===== config.mk =====
export PLATFORM = sky130hd
export DESIGN_NAME = uart_expect_queue
export DESIGN_NICKNAME = d
export VERILOG_FILES = /design/src/rtl/uart_expect_queue.sv
export SDC_FILE = /design/constraint.sdc
export NUM_CORES = 1
export LEC_CHECK = 0
export ABC_CLOCK_PERIOD_IN_PS = 2300
export CAP_MARGIN = 20
export CELL_PAD_IN_SITES_DETAIL_PLACEMENT = 1
export CELL_PAD_IN_SITES_GLOBAL_PLACEMENT = 2
export CORE_ASPECT_RATIO = 1.4
export CORE_MARGIN = 3
export CORE_UTILIZATION = 38
export DETAILED_ROUTE_END_ITERATION = 10
export PLACE_DENSITY = 0.77
export SYNTH_ARGS = -nofsm -noshare
export SYNTH_HDL_FRONTEND = slang
export SYNTH_SLANG_ARGS = --single-unit

===== constraint.sdc =====
create_clock -name i_clk -period 2.3 [get_ports i_clk]
set_clock_uncertainty 0.1 [all_clocks]
set_input_delay 0.46 -clock i_clk [delete_from_list [all_inputs] [get_ports i_clk]]
set_output_delay 0.46 -clock i_clk [all_outputs]
set_load 0.03 [all_outputs]

===== src/rtl/uart_expect_queue.sv =====
// Circular queue of expected echo bytes: wrapping pointers plus occupancy count.
module uart_expect_queue #(
  parameter int DEPTH = 4,
  parameter int AW    = $clog2(DEPTH)
) (
  input  logic          i_clk,
  input  logic          i_rst,
  input  logic          i_clr,
  input  logic          i_push,
  input  logic [7:0]    i_data,
  input  logic          i_pop,
  output logic [7:0]    o_head,
  output logic          o_full,
  output logic          o_empty,
  output logic [AW:0]   o_count
);

  logic [7:0]    r_mem [DEPTH];
  logic [AW-1:0] r_wr_ptr;
  logic [AW-1:0] r_rd_ptr;
  logic [AW:0]   r_count;
  logic          w_push;
  logic          w_pop;

  assign o_full  = (r_count == (AW+1)'(DEPTH));
  assign o_empty = (r_count == '0);
  assign o_count = r_count;
  assign o_head  = r_mem[r_rd_ptr];
  assign w_push  = i_push && !o_full;
  assign w_pop   = i_pop && !o_empty;

  always_ff @(posedge i_clk) begin
    if (i_rst || i_clr) begin
      r_wr_ptr <= '0;
      r_rd_ptr <= '0;
      r_count  <= '0;
    end else begin
      if (w_push) r_wr_ptr <= r_wr_ptr + AW'(1);
      if (w_pop)  r_rd_ptr <= r_rd_ptr + AW'(1);
      if (w_push && !w_pop)      r_count <= r_count + (AW+1)'(1);
      else if (!w_push && w_pop) r_count <= r_count - (AW+1)'(1);
    end
  end

  always_ff @(posedge i_clk) begin
    if (w_push) r_mem[r_wr_ptr] <= i_data;
  end

endmodule


# Yosys cells after proc, flatten, opt, wreduce, memory -nomap -nowiden

Memories as Yosys holds them, arrays and structs flattened. A register that Yosys moved wholly into a read port is not among the register bits.
Index checks and enable logic that the tools add are counted.

Memories: 1
Bits in writable memories: 32
Input bits: 13
Logic and storage cells: 26
Register bits after elaboration: 7
Output and inout port bits: 13

Memories:

| memory | words | width | rd ports | clocked after memory_dff | wr ports | RTL line | RTL |
|---|---|---|---|---|---|---|---|
| r_mem  | 4     | 8     | 1        | 1                        | 1        | 18       | `logic [7:0] r_mem [DEPTH];` |

Add/subtract/negate cells: 4
Eq/ne operators: 1
Multiplexer cells: 6
Reduce and logical (&&, ||, !) cells: 11

Operators with widths:

| kind                                                                | count |
|---|---|
| 3-bit two-way mux                                                   | 2 |
| 2-bit by 1-bit adder with 2-bit output (second input constant)      | 2 |
| 1-bit logical AND                                                   | 4 |
| 1-bit logical NOT                                                   | 4 |
| 2-bit two-way mux                                                   | 2 |
| 3-bit by 1-bit adder with 3-bit output (second input constant)      | 1 |
| 3-bit equality test (second input constant)                         | 1 |
| 3-bit logical NOT                                                   | 1 |
| 3-bit by 1-bit subtractor with 3-bit output (second input constant) | 1 |
| 1-bit two-way mux                                                   | 2 |
| 2-bit nonzero test                                                  | 1 |
| 1-bit logical OR                                                    | 1 |

# Longest topological paths before layout

Gate-level depths: netlist of run 1.

Depth in word-level cells: 7
Mapped depth: 9
Mapped depth without buffers: 8

# Worst setup path before layout of run 1

OpenSTA, ideal clock, no wires.

Path type: flip-flop to flip-flop
From: reg r_count[0], in the netlist o_count[0]
To: reg r_count[2], in the netlist o_count[2]
Data arrival time: 2183 ps
Required time: 2130 ps
Path buffers: 1
Period minus slack after synthesis: 2353 ps
Cell stages (with the launch flop): 10
Setup slack: -53 ps
Setup time: 70 ps
Cell sequence: dfxtp_1 > or3b_1 > buf_6 > and2_4 > ha_1 > inv_1 > fa_1 > xor2_1 > or3_1 > a21oi_1

Longest elaborated chain between the ends: 6
Elaborated cells between the ends (all ways): 15
Classes of those cells: add/sub: 2; eq/ne: 1; mux: 2; reduce/logical: 10

Ends and longest elaborated chain:

| what                                | RTL line | RTL |
|---|---|---|
| start, declared                     | 21       | `logic [AW:0] r_count;` |
| start signal, assigned              | 40       | `if (w_push && !w_pop) r_count <= r_count + (AW+1)'(1);` |
| start signal, assigned              | 41       | `else if (!w_push && w_pop) r_count <= r_count - (AW+1)'(1);` |
| 3-bit equality test (*)             | 25       | `assign o_full = (r_count == (AW+1)'(DEPTH));` |
| 1-bit logical NOT (*)               | 29       | `assign w_push = i_push && !o_full;` |
| 1-bit logical AND (*)               | 29       |  |
| via w_push                          | 22       | `logic w_push;` |
| 1-bit logical NOT                   | 41       |  |
| 1-bit logical AND                   | 41       |  |
| 2-bit nonzero test (no source line) | --       |  |

The timed path passes the listed nets; every way through them passes the cells marked *. The select of a mux whose other input is x is not followed.
A chain may end at the register's enable or synchronous reset.

==> results_dict.tcl, run 1 <==
set metrics [dict create \
    outcome "completed" \
    layout_common_cells "edfxtp_1 (32), clkdlybuf4s50_1 (16), dlygate4sd2_1 (9)" \
    io_pins 26 \
    crit_type "reg2out" \
    synth_area_um2 1640 \
    dp_hpwl_mm 2.05 \
    cts_max_level 2 \
    worst-path-stages 3 \
    vdd_ir_drop_max_mv 0.370 \
    grt_pass1_vias 950 \
    max_stage_delay_ns 0.50 \
    synth-edff-count 32 \
    postSynthCellCount 92 \
    initial_core_util 0.404 \
    cts_made_buffers 5 \
    port_buffers 25 \
    dpl.cell_count 163 \
    grt_max_degree 13 \
    power_density_nw_per_um2 792 \
    n_antenna_cell 0 \
    drc_errors 0 \
    drt_first_pass_iters 4 \
    power_frac_seq 0.513 \
    slew-limit-headroom 0.692 \
    placed_area_um2 1990 \
    p_int_uw 1270 \
    crit_family "buffers and inverters" \
    rsz0062_at_grt "no" \
    hold_violations 0 \
    syn_to_final_growth_pct 27.1 \
    fmax_mhz 450 \
    path_clk_slew_ns 0.07 \
    hp-class "reg2reg" \
    antenna_found_initial 0 \
    avgSynthCellArea_um2 17.8 \
    synthSimpleGateAreaFrac 0.0604 \
    grt_overflow 0 \
    synthAdderAreaFrac 0.0504 \
    slew_violations 0 \
    min_path_cells 2 \
    synth_top_family_by_area "multiplexers" \
    floorplan.die_area_um2 5150 \
    syn_nets 111 \
    fin_cells 171 \
    critPathCaptureType "output port" \
    post_cts_buffers 0 \
    cts.sinks 41 \
    r2r_slack_ns 0.16 \
    gp_congestion 0.724 \
    routed_wl_mm 2.88 \
    clock_latency_ns 0.29 \
    fin_worst_hold_slack_ns 0.428 \
    swShare 0.232 \
    worstPathArrival_ns 1.66 \
    routedWlPerCell_um 16.9 \
    async_flop_share 0 \
    slowest_stage "mux4_2" \
    ys_seq_area_frac 0.697 \
    grt_pass1_wl_mm 4.66 \
    setup_viol 0 \
    grtUsageTotal 0.128 \
    final_common_cell "edfxtp_1" \
    leakagePower_uw 0.000756 \
    hold_buffers 0 \
    fin_area_um2 2080 \
    synth_compound_area_frac 0.0313 \
    min_period_ns 2.22 \
    maxCapViolCount 0 \
    cts_tree "done" \
    cp_num_buf_inv 2 \
    num_vias 895 \
    crit_fanout 8 \
    die_x_um 61.5 \
    fin_tns_setup_ns 0 \
    muxShareOfSynthArea 0.116 \
    root_buffer "clkbuf_8" \
    ff2ff_path_depth 7 \
    rr_startpoint "o_count[1]" \
    ys_ff_latch 41 \
    p_sw_uw 383 \
    design.core.area_um2 4050 \
    critPathCapture "o_head[7]" \
    synthXorXnorAreaFrac 0.0214 \
    ant_nets 0 \
    via_per_inst 5.23 \
    ys.warnings.count 0 \
    fin_crit_sh 0.967 \
    drive_above_1_share 0.242 \
    fin_util 0.514 \
    critPathRequiredTime_ns 1.74 \
    rows 27 \
    synth-main-ff-cell "edfxtp_1" \
    p_comb_frac 0.151 \
    tightest_slew_ns 0.456 \
    fin_nets 146 \
    ys_types 27 \
    r2r_end "o_count[2]" \
    crit_path_cell_trace "buf_12 -> mux4_2 -> dlygate4sd2_1" \
    clk_path_buf_depth 2 \
    p_clk_frac 0.336 \
    crit_path_start_kind "flip-flop" \
    detail_route.iter0.violations 28 \
    die_h_um 83.7 \
]
==> routing by layer <==
metal  vias up  wire length, µm  track usage
li1        420                -            -
met1       441             1110        0.134
met2        28             1550        0.216
met3         6              157       0.0449
met4         0               66       0.0637
met5         -                0            0
==> synth_stat cells (2+ instances only) <==
master    instances  area, µm²
nor2_1            6       22.5
ha_1              5       62.6
inv_1             4       15.0
a21oi_1           2       10.0
xor2_1            4       35.0
edfxtp_1         32        961
mux4_2            8        180
dfxtp_1           9        180
and3_2            4       30.0
==> cell type report <==
| class | instances | area, µm² |
|---|---|---|
| sequential | 41 | 1140 |
| clock buffer | 6 | 72.6 |
| fill | 390 | 1970 |
| multi-input combinational | 43 | 458 |
| tap | 43 | 53.8 |
| inverter | 4 | 15.0 |
| clock inverter | 2 | 33.8 |
| timing repair buffer | 32 | 304 |
==> power groups by stage <==
stage                     Combinational, µW  Sequential (µW)  Clock, µW
after floorplan                         141              868          0
after detailed placement                266              863          0
final                                   250              845        553
after global routing                    272              849        606
after global placement                  260              860          0
after CTS                               255              846        565
==> tightest hold or removal path, cell delays in order, from the launching register on <==
cell,delay [ns]
dfxtp_1,0.32
xor2_1,0.06
nor2_1,0.10
==> registers in the layout, summed over array words and instances (netlist names), named ones only <==
| name | count |
|---|---|
| o_count | 3 |
| r_mem | 32 |
| r_rd_ptr | 2 |
| r_wr_ptr | 2 |
==> stage by stage <==
step           total power (µW)  setup slack, ns
5_1_grt                    1730          0.00678
3_5_place_dp               1130           -0.157
3_3_place_gp               1120          -0.0994
4_1_cts                    1670           0.0532
6_report                   1650           0.0756
2_1_floorplan              1010            0.104
==> how the worst min path moves through the flow <==
stage                           start           to  slack, ns
after global routing      r_rd_ptr[0]    flip-flop       0.48
after detailed placement  r_rd_ptr[1]    flip-flop       0.42
after global placement     o_count[2]   o_count[2]       0.40
after CTS                 r_rd_ptr[1]  r_rd_ptr[1]       0.44
final                     r_rd_ptr[1]  r_rd_ptr[1]       0.43
after floorplan           r_rd_ptr[1]    flip-flop       0.38
==> timing repair <==
item | CTS | global route
endpoints found under the setup margin | 9 | 0
resized for setup | 9 | 0
hold endpoints to repair | 0 | 0
==> logic make-up after synthesis <==
family / count (synthesis)
AOI/OAI and AO/OA: 7
adders and majority gates: 6
xor gates and xnor gates: 4
and+or+nand+nor: 17
buffers and inverters: 8
muxes: 9
DFF: 41
Note: power is estimated with default switching activity, not from simulation.
==> run 2: changes to the inputs <==
Settings changed: RECOVER_POWER set to 50.
==> results_dict.tcl, run 2 (synthesized netlist as in run 1, its figures left out) <==
set metrics [dict create \
    outcome "completed" \
    maxCapViolCount 0 \
    root_buffer "clkbuf_8" \
    ant_nets 0 \
    floorplan.die_area_um2 5150 \
    rows 27 \
    grtUsageTotal 0.128 \
    critPathRequiredTime_ns 1.74 \
    cts_max_level 2 \
    clk_path_buf_depth 2 \
    grt_overflow 0 \
    design.core.area_um2 4050 \
    fin_nets 146 \
    regArea_um2 1140 \
    fin_worst_hold_slack_ns 0.426 \
    placed_area_um2 1990 \
    cts_tree "done" \
    multi_input_area_um2 457 \
    clock_latency_ns 0.29 \
    p_total_uw 1640 \
    drt_first_pass_iters 4 \
    n_antenna_cell 0 \
    fmax_mhz 450 \
    r2r_slack_ns 0.17 \
    path_clk_slew_ns 0.07 \
    fillCellCount 390 \
    antenna_found_initial 0 \
    fin_area_um2 2080 \
    initial_core_util 0.404 \
    slew-limit-headroom 0.707 \
    detail_route.iter0.violations 25 \
    r2r_end "o_count[2]" \
    fin_crit_sh 0.967 \
    power_frac_seq 0.514 \
    routedWlPerCell_um 16.8 \
    port_buffers 25 \
    min-delay-start "r_rd_ptr[1]" \
    largest_reg_flops 32 \
    setup_viol 0 \
    gp_congestion 0.724 \
    layout_common_cells "edfxtp_1 (32), dlygate4sd2_1 (9), mux4_2 (8), clkdlybuf4s50_1 (8), dlygate4sd3_1 (8)" \
    crit_path_start_kind "flip-flop" \
    drc_errors 0 \
    fin_util 0.512 \
    min_path_cells 2 \
    p_int_uw 1260 \
    hp-class "reg2reg" \
    worstPathArrival_ns 1.66 \
    regMostFlops "r_mem" \
    swShare 0.233 \
    grt_max_degree 13 \
    rsz0062_at_grt "no" \
    hold_violations 0 \
    num_vias 889 \
    io_pins 26 \
    die_x_um 61.5 \
    crit_type "reg2out" \
    tightest_slew_ns 0.433 \
    p_comb_frac 0.149 \
    die_h_um 83.7 \
    min_period_ns 2.22 \
    syn_to_final_growth_pct 26.7 \
    dp_hpwl_mm 2.05 \
    p_sw_uw 383 \
    power_density_nw_per_um2 792 \
    cts_made_buffers 5 \
    leakagePower_uw 0.000755 \
    final_common_cell "edfxtp_1" \
    slew_violations 0 \
    grt_pass1_wl_mm 4.66 \
    cts.sinks 41 \
    vdd_ir_drop_max_mv 0.370 \
    grt_pass1_vias 950 \
    routed_wl_mm 2.88 \
    p_clk_frac 0.337 \
    crit_fanout 8 \
    hold_end "r_rd_ptr[1]" \
    drive_above_1_share 0.219 \
    rr_startpoint "o_count[1]" \
    hold_buffers 0 \
    via_per_inst 5.20 \
    ff2ff_path_depth 7 \
    critPathCaptureType "output port" \
]
-- run 2: per-stage QoR --
stage                     worst slack [ns]  cells  TNS (ns)
after floorplan                      0.104     92         0
after CTS                           0.0532    171         0
after global routing               0.00678    171         0
final                               0.0755    171         0
after global placement             -0.0994    163   -0.0994
after detailed placement            -0.157    163    -0.157
-- run 2: area by class of cell --
class                   instances  area share
inverters                       4     0.00723
flip-flops and latches         41       0.551
clock buffers                   6      0.0350
well taps                      43      0.0259
repair buffers                 32       0.145
multi-input cells              43       0.220
clock inverters                 2      0.0163
-- run 2: how the worst max path moves through the flow --
stage | start | to | slack (ns) | cells past startpoint
6_report | flip-flop | o_head[7] | 0.08 | 3
5_1_grt | flip-flop | o_head[7] | 0.007 | 3
4_1_cts | flip-flop | o_head[7] | 0.05 | 3
3_5_place_dp | i_push | o_count[2] | -0.16 | 8
3_3_place_gp | i_push | o_count[2] | -0.1 | 8
2_1_floorplan | o_count[0] | o_count[2] | 0.10 | 9
-- run 2: power groups by stage --
| stage | Combinational, µW | Sequential, µW | Clock (µW) |
|---|---|---|---|
| final | 245 | 845 | 553 |
| after global routing | 267 | 849 | 606 |
| after CTS | 255 | 846 | 565 |
| after detailed placement | 266 | 863 | 0 |
| after global placement | 260 | 860 | 0 |
| after floorplan | 141 | 868 | 0 |
-- run 2: repair_timing --
action                     4_1_cts  5_1_grt
setup endpoints to repair        9        0
resized for setup                9        0
buffers inserted                 0        0
-- run 2: layer usage --
metal	global-route usage	routed length (µm)
met1	0.134	1110
met4	0.0637	66
met2	0.216	1550
met5	0	0
met3	0.0449	156
-- run 2: critical path, stage by stage, from the launching register on --
cell and delay (ns):
dfxtp_1 0.36, buf_12 0.15, mux4_2 0.50, dlygate4sd2_1 0.37
